## config.mk

```make
export PLATFORM = sky130hd
export DESIGN_NAME = busca_instrucao
export DESIGN_NICKNAME = d
export VERILOG_FILES = /design/src/rtl/busca_instrucao.sv
export SDC_FILE = /design/constraint.sdc
export NUM_CORES = 1
export LEC_CHECK = 0
export CAP_MARGIN = 20
export CELL_PAD_IN_SITES_DETAIL_PLACEMENT = 2
export CELL_PAD_IN_SITES_GLOBAL_PLACEMENT = 2
export CORE_UTILIZATION = 28
export CTS_CLUSTER_DIAMETER = 50
export CTS_CLUSTER_SIZE = 40
export DETAILED_ROUTE_END_ITERATION = 6
export PLACE_DENSITY_LB_ADDON = 0.1
export SETUP_SLACK_MARGIN = 0.4
export SLEW_MARGIN = 20
export SYNTH_ARGS = -nofsm -noshare
export SYNTH_HDL_FRONTEND = slang
export SYNTH_SLANG_ARGS = --single-unit
```

## constraint.sdc

```tcl
create_clock -name clk -period 2.4 [get_ports clk]
set_clock_uncertainty 0.1 [all_clocks]
set_input_delay 0.72 -clock clk [delete_from_list [all_inputs] [get_ports clk]]
set_output_delay 0.72 -clock clk [all_outputs]
set_load 0.1 [all_outputs]
```

## src/rtl/busca_instrucao.sv

```systemverilog
// rtl/busca_instrucao.sv - instruction fetch stage with one-entry output register and redirect flush
module busca_instrucao #(
  parameter logic [31:0] PC_RESET = 32'h0000_0000
) (
  input  logic        clk,
  input  logic        rst_n,
  output logic        imem_req,
  output logic [31:0] imem_addr,
  input  logic        imem_ack,
  input  logic [31:0] imem_rdata,
  input  logic        redirect,
  input  logic [31:0] redirect_pc,
  output logic        out_valid,
  input  logic        out_ready,
  output logic [31:0] out_instr,
  output logic [31:0] out_pc,
  output logic [6:0]  opcode
);

  // FETCH: may issue a new request; WAIT: request outstanding, result wanted;
  // DROP: request outstanding but flushed by a redirect, result discarded.
  typedef enum logic [1:0] {
    FETCH = 2'd0,
    WAIT  = 2'd1,
    DROP  = 2'd2
  } state_t;

  state_t      state_q, state_d;
  logic [31:0] pc_q, pc_d;
  logic [31:0] addr_q, addr_d;
  logic        out_valid_q, out_valid_d;
  logic [31:0] out_instr_q, out_instr_d;
  logic [31:0] out_pc_q, out_pc_d;

  logic        slot_free;
  logic        req_c;
  logic [31:0] req_addr_c;
  logic        capture;
  logic [31:0] capture_addr;
  logic [31:0] redirect_target;
  logic        redirect_pc_unused;

  // The low two bits of the redirect target are forced to zero for word alignment.
  assign redirect_pc_unused = ^redirect_pc[1:0];
  assign redirect_target    = {redirect_pc[31:2], 2'b00};

  // The output register can take a new word if it is empty or being drained this cycle.
  assign slot_free = !out_valid_q || out_ready;

  // Next-state, memory request and output-register update logic.
  always_comb begin
    state_d      = state_q;
    pc_d         = pc_q;
    addr_d       = addr_q;
    req_c        = 1'b0;
    req_addr_c   = pc_q;
    capture      = 1'b0;
    capture_addr = pc_q;

    case (state_q)
      FETCH: begin
        // Only issue when the word can land; this keeps one request outstanding at most.
        req_c      = slot_free;
        req_addr_c = pc_q;
        if (req_c) begin
          pc_d = pc_q + 32'd4;
          if (imem_ack) begin
            capture      = !redirect;
            capture_addr = pc_q;
          end else begin
            addr_d  = pc_q;
            state_d = redirect ? DROP : WAIT;
          end
        end
      end
      WAIT: begin
        // Request and address held stable until the memory answers.
        req_c      = 1'b1;
        req_addr_c = addr_q;
        if (imem_ack) begin
          capture      = !redirect;
          capture_addr = addr_q;
          state_d      = FETCH;
        end else if (redirect) begin
          state_d = DROP;
        end
      end
      DROP: begin
        // The memory still owes us a response; absorb it without using the data.
        req_c      = 1'b1;
        req_addr_c = addr_q;
        if (imem_ack) begin
          state_d = FETCH;
        end
      end
      default: begin
        state_d = FETCH;
      end
    endcase

    // A redirect always wins over sequential pc advance.
    if (redirect) begin
      pc_d = redirect_target;
    end
  end

  // Output register: redirect flushes, capture loads, handshake empties.
  always_comb begin
    out_valid_d = out_valid_q;
    out_instr_d = out_instr_q;
    out_pc_d    = out_pc_q;
    if (redirect) begin
      out_valid_d = 1'b0;
    end else if (capture) begin
      out_valid_d = 1'b1;
      out_instr_d = imem_rdata;
      out_pc_d    = capture_addr;
    end else if (out_valid_q && out_ready) begin
      out_valid_d = 1'b0;
    end
  end

  // State and datapath registers with asynchronous active-low reset.
  always_ff @(posedge clk or negedge rst_n) begin
    if (!rst_n) begin
      state_q     <= FETCH;
      pc_q        <= PC_RESET;
      addr_q      <= 32'd0;
      out_valid_q <= 1'b0;
      out_instr_q <= 32'd0;
      out_pc_q    <= 32'd0;
    end else begin
      state_q     <= state_d;
      pc_q        <= pc_d;
      addr_q      <= addr_d;
      out_valid_q <= out_valid_d;
      out_instr_q <= out_instr_d;
      out_pc_q    <= out_pc_d;
    end
  end

  // The request is masked while reset is held so nothing is issued before release.
  assign imem_req  = rst_n && req_c;
  assign imem_addr = req_addr_c;
  assign out_valid = out_valid_q;
  assign out_instr = out_instr_q;
  assign out_pc    = out_pc_q;
  assign opcode    = out_instr_q[6:0];

endmodule

```

==> results of run 1 <==
-- layout by cell type, fill, tap and decap left out, types with 20 or more instances in the layout --
master	Yosys	routed
buf_12	0	47
mux2_4	0	106
mux2_2	151	45
dfrtp_2	0	20
buf_4	10	117
buf_6	4	28
clkdlybuf4s50_1	0	63
dfrtp_1	129	108
nand2_1	30	28
-- path summary, 6_finish.rpt --
check | to | slack, ns | cells after the start | start
worst max-delay path | imem_addr[29] | -0.41 | 5 | state_q[0]
worst min-delay path | out_instr[3] | 0.32 | 2 | rst_n
worst max register to register | pc_q[17] | 0.11 | 9 | state_q[0]
worst min register to register | out_pc[6] | 0.41 | 1 | out_pc[6]
max in group asynchronous | pc_q[10] | 1.24 | 2 | rst_n
min in group clk | out_pc[6] | 0.41 | 1 | out_pc[6]
-- metal layers --
layer	routed length, microns	global-route usage (%)	share of wire, %	up-vias
met3	755	4.20	3.1	22
met1	10500	25.1	43	2804
met2	12900	37.2	53	116
met4	346	5.67	1.4	0
li1	-	-	-	2436
met5	0	0	0	-
-- registers in the layout (all words and copies together) (netlist names) --
name       flops
out_instr     32
pc_q          30
state_q        2
out_valid      1
addr_q        32
out_pc        32
-- worst max-delay path, cell delays in order (launching register included) --
cell	delay, ns
dfrtp_1	0.40
inv_2	0.08
ha_4	0.35
buf_12	0.17
mux2_2	0.38
buf_12	0.17
-- through the flow --
| stage | hold WS, ns | utilization [%] |
|---|---|---|
| detailed placement | 0.397 | 40.4 |
| CTS | 0.387 | 47.9 |
| global placement | 0.393 | 40.4 |
| finish | 0.319 | 49.9 |
| floorplan | 0.324 | - |
| global route | 0.369 | 49.9 |
-- logic make-up (layout without fill, tap and decap cells) --
kind of cell	Yosys count	count (layout)
mux	154	154
fa+ha+maj	5	5
flops	129	129
compound gates	59	59
xor+xnor	8	8
simple gates	119	119
buf+inv	52	318
-- layout make-up --
class	count	area, sq um
clock inverters	13	184
flip-flops and latches	129	3260
clock buffers	19	453
repair buffers	280	3330
fillers	2123	11300
inverters	6	22.5
multi-input cells	345	3670
well taps	285	357
-- repair_timing --
item / 4_1_cts / 5_1_grt
buffers inserted: 40 / 17
cloned: 13 / 2
endpoints found under the setup margin: 149 / 124
pin swaps: 17 / 20
resized for setup: 111 / 61
==> results.json, run 1 <==
{
  "status": "complete, but fails checks",
  "violations": "negative setup slack",
  "h-tree-depth": 4,
  "dr.pass1.iters": 4,
  "synthTopCellsByCount": "mux2_2 (151), dfrtp_1 (129), nand2_1 (30), or4_1 (20)",
  "cp_max_fo": 10,
  "placed_area_sq_um": 9120,
  "final_area_sq_um": 11300,
  "synth_compound_area_share_pct": 5.94,
  "netlist_area_sq_um": 6430,
  "worstPathRequired_ns": 1.58,
  "fin_crit_ns": 2.81,
  "vias": 5378,
  "nNetsFinal": 853,
  "fin_setup_tns_ns": -11.91,
  "grt_pass1_vias": 5991,
  "crit_path_end_kind": "output pin",
  "synth_xor_area_share_pct": 1.09,
  "place_inst": 973,
  "finalSetupViolCount": 33,
  "fin_ws_ns": -0.414,
  "ant_nets": 0,
  "synth_top_family_by_area": "multiplexers",
  "synth-simple-area-share_pct": 10.2,
  "worstSetupPathType": "flip-flop to output pin",
  "cts.sinks": 129,
  "coreArea_sq_um": 22600,
  "yosysMostFrequentCell": "mux2_2",
  "final_hold_viol_count": 0,
  "numCtsBuffers": 17,
  "grt_max_degree": 130,
  "max_freq_mhz": 355,
  "wl_per_cell_microns": 22.7,
  "wl_microns": 24500,
  "clk_latency_ns": 0.42,
  "path_clk_slew_ns": 0.06,
  "syn_nets": 600,
  "synth-adder-area-share_pct": 0.973,
  "synth_flop_cell": "dfrtp_1",
  "hpwlAfterDp_microns": 13700,
  "area_growth_pct": 75.4,
  "hold_class": "input pin to async pin",
  "yosysTopAreaCell": "dfrtp_1",
  "cts_root_buffer": "clkbuf_16",
  "drv_cap": 0,
  "drcViolationCount": 0,
  "io_pins": 174,
  "arrival_ns": 1.99,
  "grt_antenna_before_repair": 1,
  "seq_area_frac_synth_pct": 50.2,
  "synth.avg_cell_area_sq_um": 12.2,
  "synth_top_area_share_pct": 50.2,
  "diodes": 0,
  "io_buffers": 171,
  "max_slew_margin_pct": 50.1,
  "ys.warnings.count": 0,
  "die_y_microns": 154,
  "via_per_inst": 4.99,
  "std_cell_rows": 55,
  "postCtsHoldBufs": 0,
  "die_w_microns": 154,
  "rsz0062_at_grt": "yes",
  "track_usage_pct": 20.7,
  "dp_slack_ns": -0.362,
  "start_kind": "flip-flop",
  "synthArstFlopShare_pct": 100,
  "initial_core_util_pct": 28.5,
  "yosysUniqueCellTypes": 45,
  "routabilityCongestion": 0.694,
  "synth_edf_count": 0,
  "grt-ovfl-total": 0,
  "die-area_sq_um": 23600,
  "cts_tree": "done",
  "clock_path_buffers": 2,
  "finalNonFillerCells": 1077,
  "drive_above_1_share_pct": 59.5,
  "drv_slew": 0,
  "grt_pass1_wl_microns": 36600,
  "synthCells": 526,
  "ys_ff_latch": 129,
  "synth_mux_area_share_pct": 26.9,
  "synth_area_leaders": "dfrtp_1 (50%), mux2_2 (26%), or4_1 (2.3%)",
  "timing.final.crit_share_pct": 117,
  "tightest_slew_ns": 0.748,
  "drt-initial-drc-count": 169
}
Power of run 1 is not shown: default switching activity piles up to over one toggle a cycle in this logic, so the estimate is an artifact.
==> run 2: changes to the inputs <==
Settings changed: CORE_UTILIZATION 28 to 37, DONT_BUFFER_PORTS from default to 1.
==> run 2 against run 1 <==
- die area down 24%
- the flow finishes with violations (negative hold slack, negative setup slack)
- flip-flop and latch count unchanged
- hold slack worse by 0.43 ns
- global-route usage up 4.8 points
==> results.json, run 2 (same netlist as run 1, synthesis figures left out) <==
{
  "vias": 4995,
  "layout_commonest_cell": "mux2_4",
  "grt_antenna_before_repair": 0,
  "worstSetupPathType": "flip-flop to output pin",
  "drcViolationCount": 0,
  "path_clk_slew_ns": 0.07,
  "wl_microns": 25600,
  "crit_end": "imem_req",
  "slowest_stage": "dfrtp_1",
  "layout_common_cells": "mux2_4 (79), mux2_2 (72), dfrtp_2 (71), dfrtp_1 (57), buf_4 (47)",
  "grt_pass1_wl_microns": 33900,
  "io_pins": 174,
  "crit_path_end_kind": "output pin",
  "hpwlAfterDp_microns": 12100,
  "status": "complete, but fails checks",
  "nNetsFinal": 699,
  "drv_slew": 0,
  "grt_max_degree": 131,
  "finalSetupViolCount": 49,
  "rr_worst_depth": 11,
  "fillers": 1486,
  "max_freq_mhz": 354,
  "crit_path_frequent_cell": "buf_12",
  "path_cells": "inv_2, ha_4, buf_12, buf_16, a21oi_4, nor3b_4, buf_12",
  "clock_path_buffers": 2,
  "die_y_microns": 134,
  "std_cell_rows": 47,
  "tightest_slew_ns": 0.550,
  "arrival_ns": 2.00,
  "start_kind": "flip-flop",
  "drv_cap": 0,
  "via_per_inst": 5.82,
  "clk_latency_ns": 0.43,
  "grt-ovfl-total": 0,
  "routabilityCongestion": 0.728,
  "violations": "negative hold slack, negative setup slack",
  "r2r-end": "pc_q[21]",
  "initial_core_util_pct": 38.4,
  "rsz0062_at_grt": "yes",
  "fin_crit_ns": 2.82,
  "dr.pass1.iters": 4,
  "multi_input_area_sq_um": 3610,
  "numCtsBuffers": 17,
  "fin_ws_ns": -0.421,
  "r2r_setup_slack_ns": -0.15,
  "drt-initial-drc-count": 200,
  "die-area_sq_um": 17900,
  "worstPathRequired_ns": 1.58,
  "die_w_microns": 134,
  "critPathLaunch": "state_q[0]",
  "hold_class": "input pin to async pin",
  "diodes": 0,
  "final_hold_viol_count": 129,
  "cts_tree": "done",
  "io_buffers": 0,
  "reg2reg_from": "state_q[0]",
  "regArea_sq_um": 3320,
  "cp_max_fo": 5,
  "critPathMaxStageDelay_ns": 0.38,
  "drive_above_1_share_pct": 68.7,
  "timing.final.crit_share_pct": 118,
  "ant_nets": 0,
  "track_usage_pct": 25.5,
  "dp_slack_ns": 0.00726,
  "cts_root_buffer": "clkbuf_16",
  "hold_slack_ns": -0.116,
  "coreArea_sq_um": 16800,
  "grt_pass1_vias": 5457,
  "cts.sinks": 129,
  "area_growth_pct": 48.7,
  "wl_per_cell_microns": 29.8,
  "h-tree-depth": 4,
  "max_slew_margin_pct": 62.9
}
## run 2: changes by cell type in the layout (fill, tap and decap cells not counted), moves of 27 or more
cell	previous run	this run
clkdlybuf4s50_1	63	0
mux2_2	45	72
buf_4	117	47
dfrtp_1	108	57
mux2_4	106	79
dfrtp_2	20	71
## run 2: critical path: cells and delay by family (launching register included)
| family | cells | cell delay (ns) |
|---|---|---|
| AND/OR/NAND/NOR | 1 | 0.25 |
| AO/OA/AOI/OAI | 1 | 0.04 |
| buffers and inverters | 4 | 0.54 |
| adder cells (fa/ha/maj) | 1 | 0.34 |
| flip-flops | 1 | 0.38 |
## run 2: area by class of cell
cell class                 instances  area share [%]
clock buffer                      20            4.78
clock inverter                    12            1.65
inverter                           6           0.236
multi-input combinational        345            37.7
sequential                       129            34.7
tap                              220            2.88
timing repair buffer             126            18.0
## run 2: timing repair
action,in CTS,in global routing
pin swaps,26,30
endpoints found under the setup margin,161,154
setup buffers,34,16
gates resized for setup,133,55
endpoints found under the hold margin,129,129
gates cloned,6,11
## run 2: layer usage
| layer | wire length, microns | vias up | global-route usage [%] |
|---|---|---|---|
| met5 | 0 | - | 0 |
| met4 | 631 | 0 | 7.20 |
| met3 | 1330 | 39 | 6.50 |
| met2 | 13000 | 159 | 43.8 |
| met1 | 10600 | 2668 | 31.6 |
| li1 | - | 2129 | - |
## run 2: worst min-delay path by stage
stage / startpoint / end / slack (ns)
floorplan: rst_n / addr_q[0] / 0.32
global placement: rst_n / out_instr[1] / 0.33
detailed placement: rst_n / out_pc[24] / 0.33
CTS: rst_n / out_pc[24] / -0.13
global route: rst_n / out_pc[24] / -0.14
finish: rst_n / addr_q[21] / -0.12
## run 2: stage by stage
step / utilization (%) / TNS (ns) / area [sq um] / hold WS, ns / instances
after floorplan: - / -2.65 / 6910 / 0.324 / 526
after detailed placement: 45.1 / 0 / 7550 / 0.327 / 759
after CTS: 53.2 / -10.01 / 8910 / -0.127 / 831
after global routing: 57.0 / -15.72 / 9560 / -0.138 / 858
final: 57.0 / -13.23 / 9560 / -0.116 / 858
after global placement: 45.1 / 0 / 7550 / 0.328 / 759
Power of run 2 is left out for the same reason.
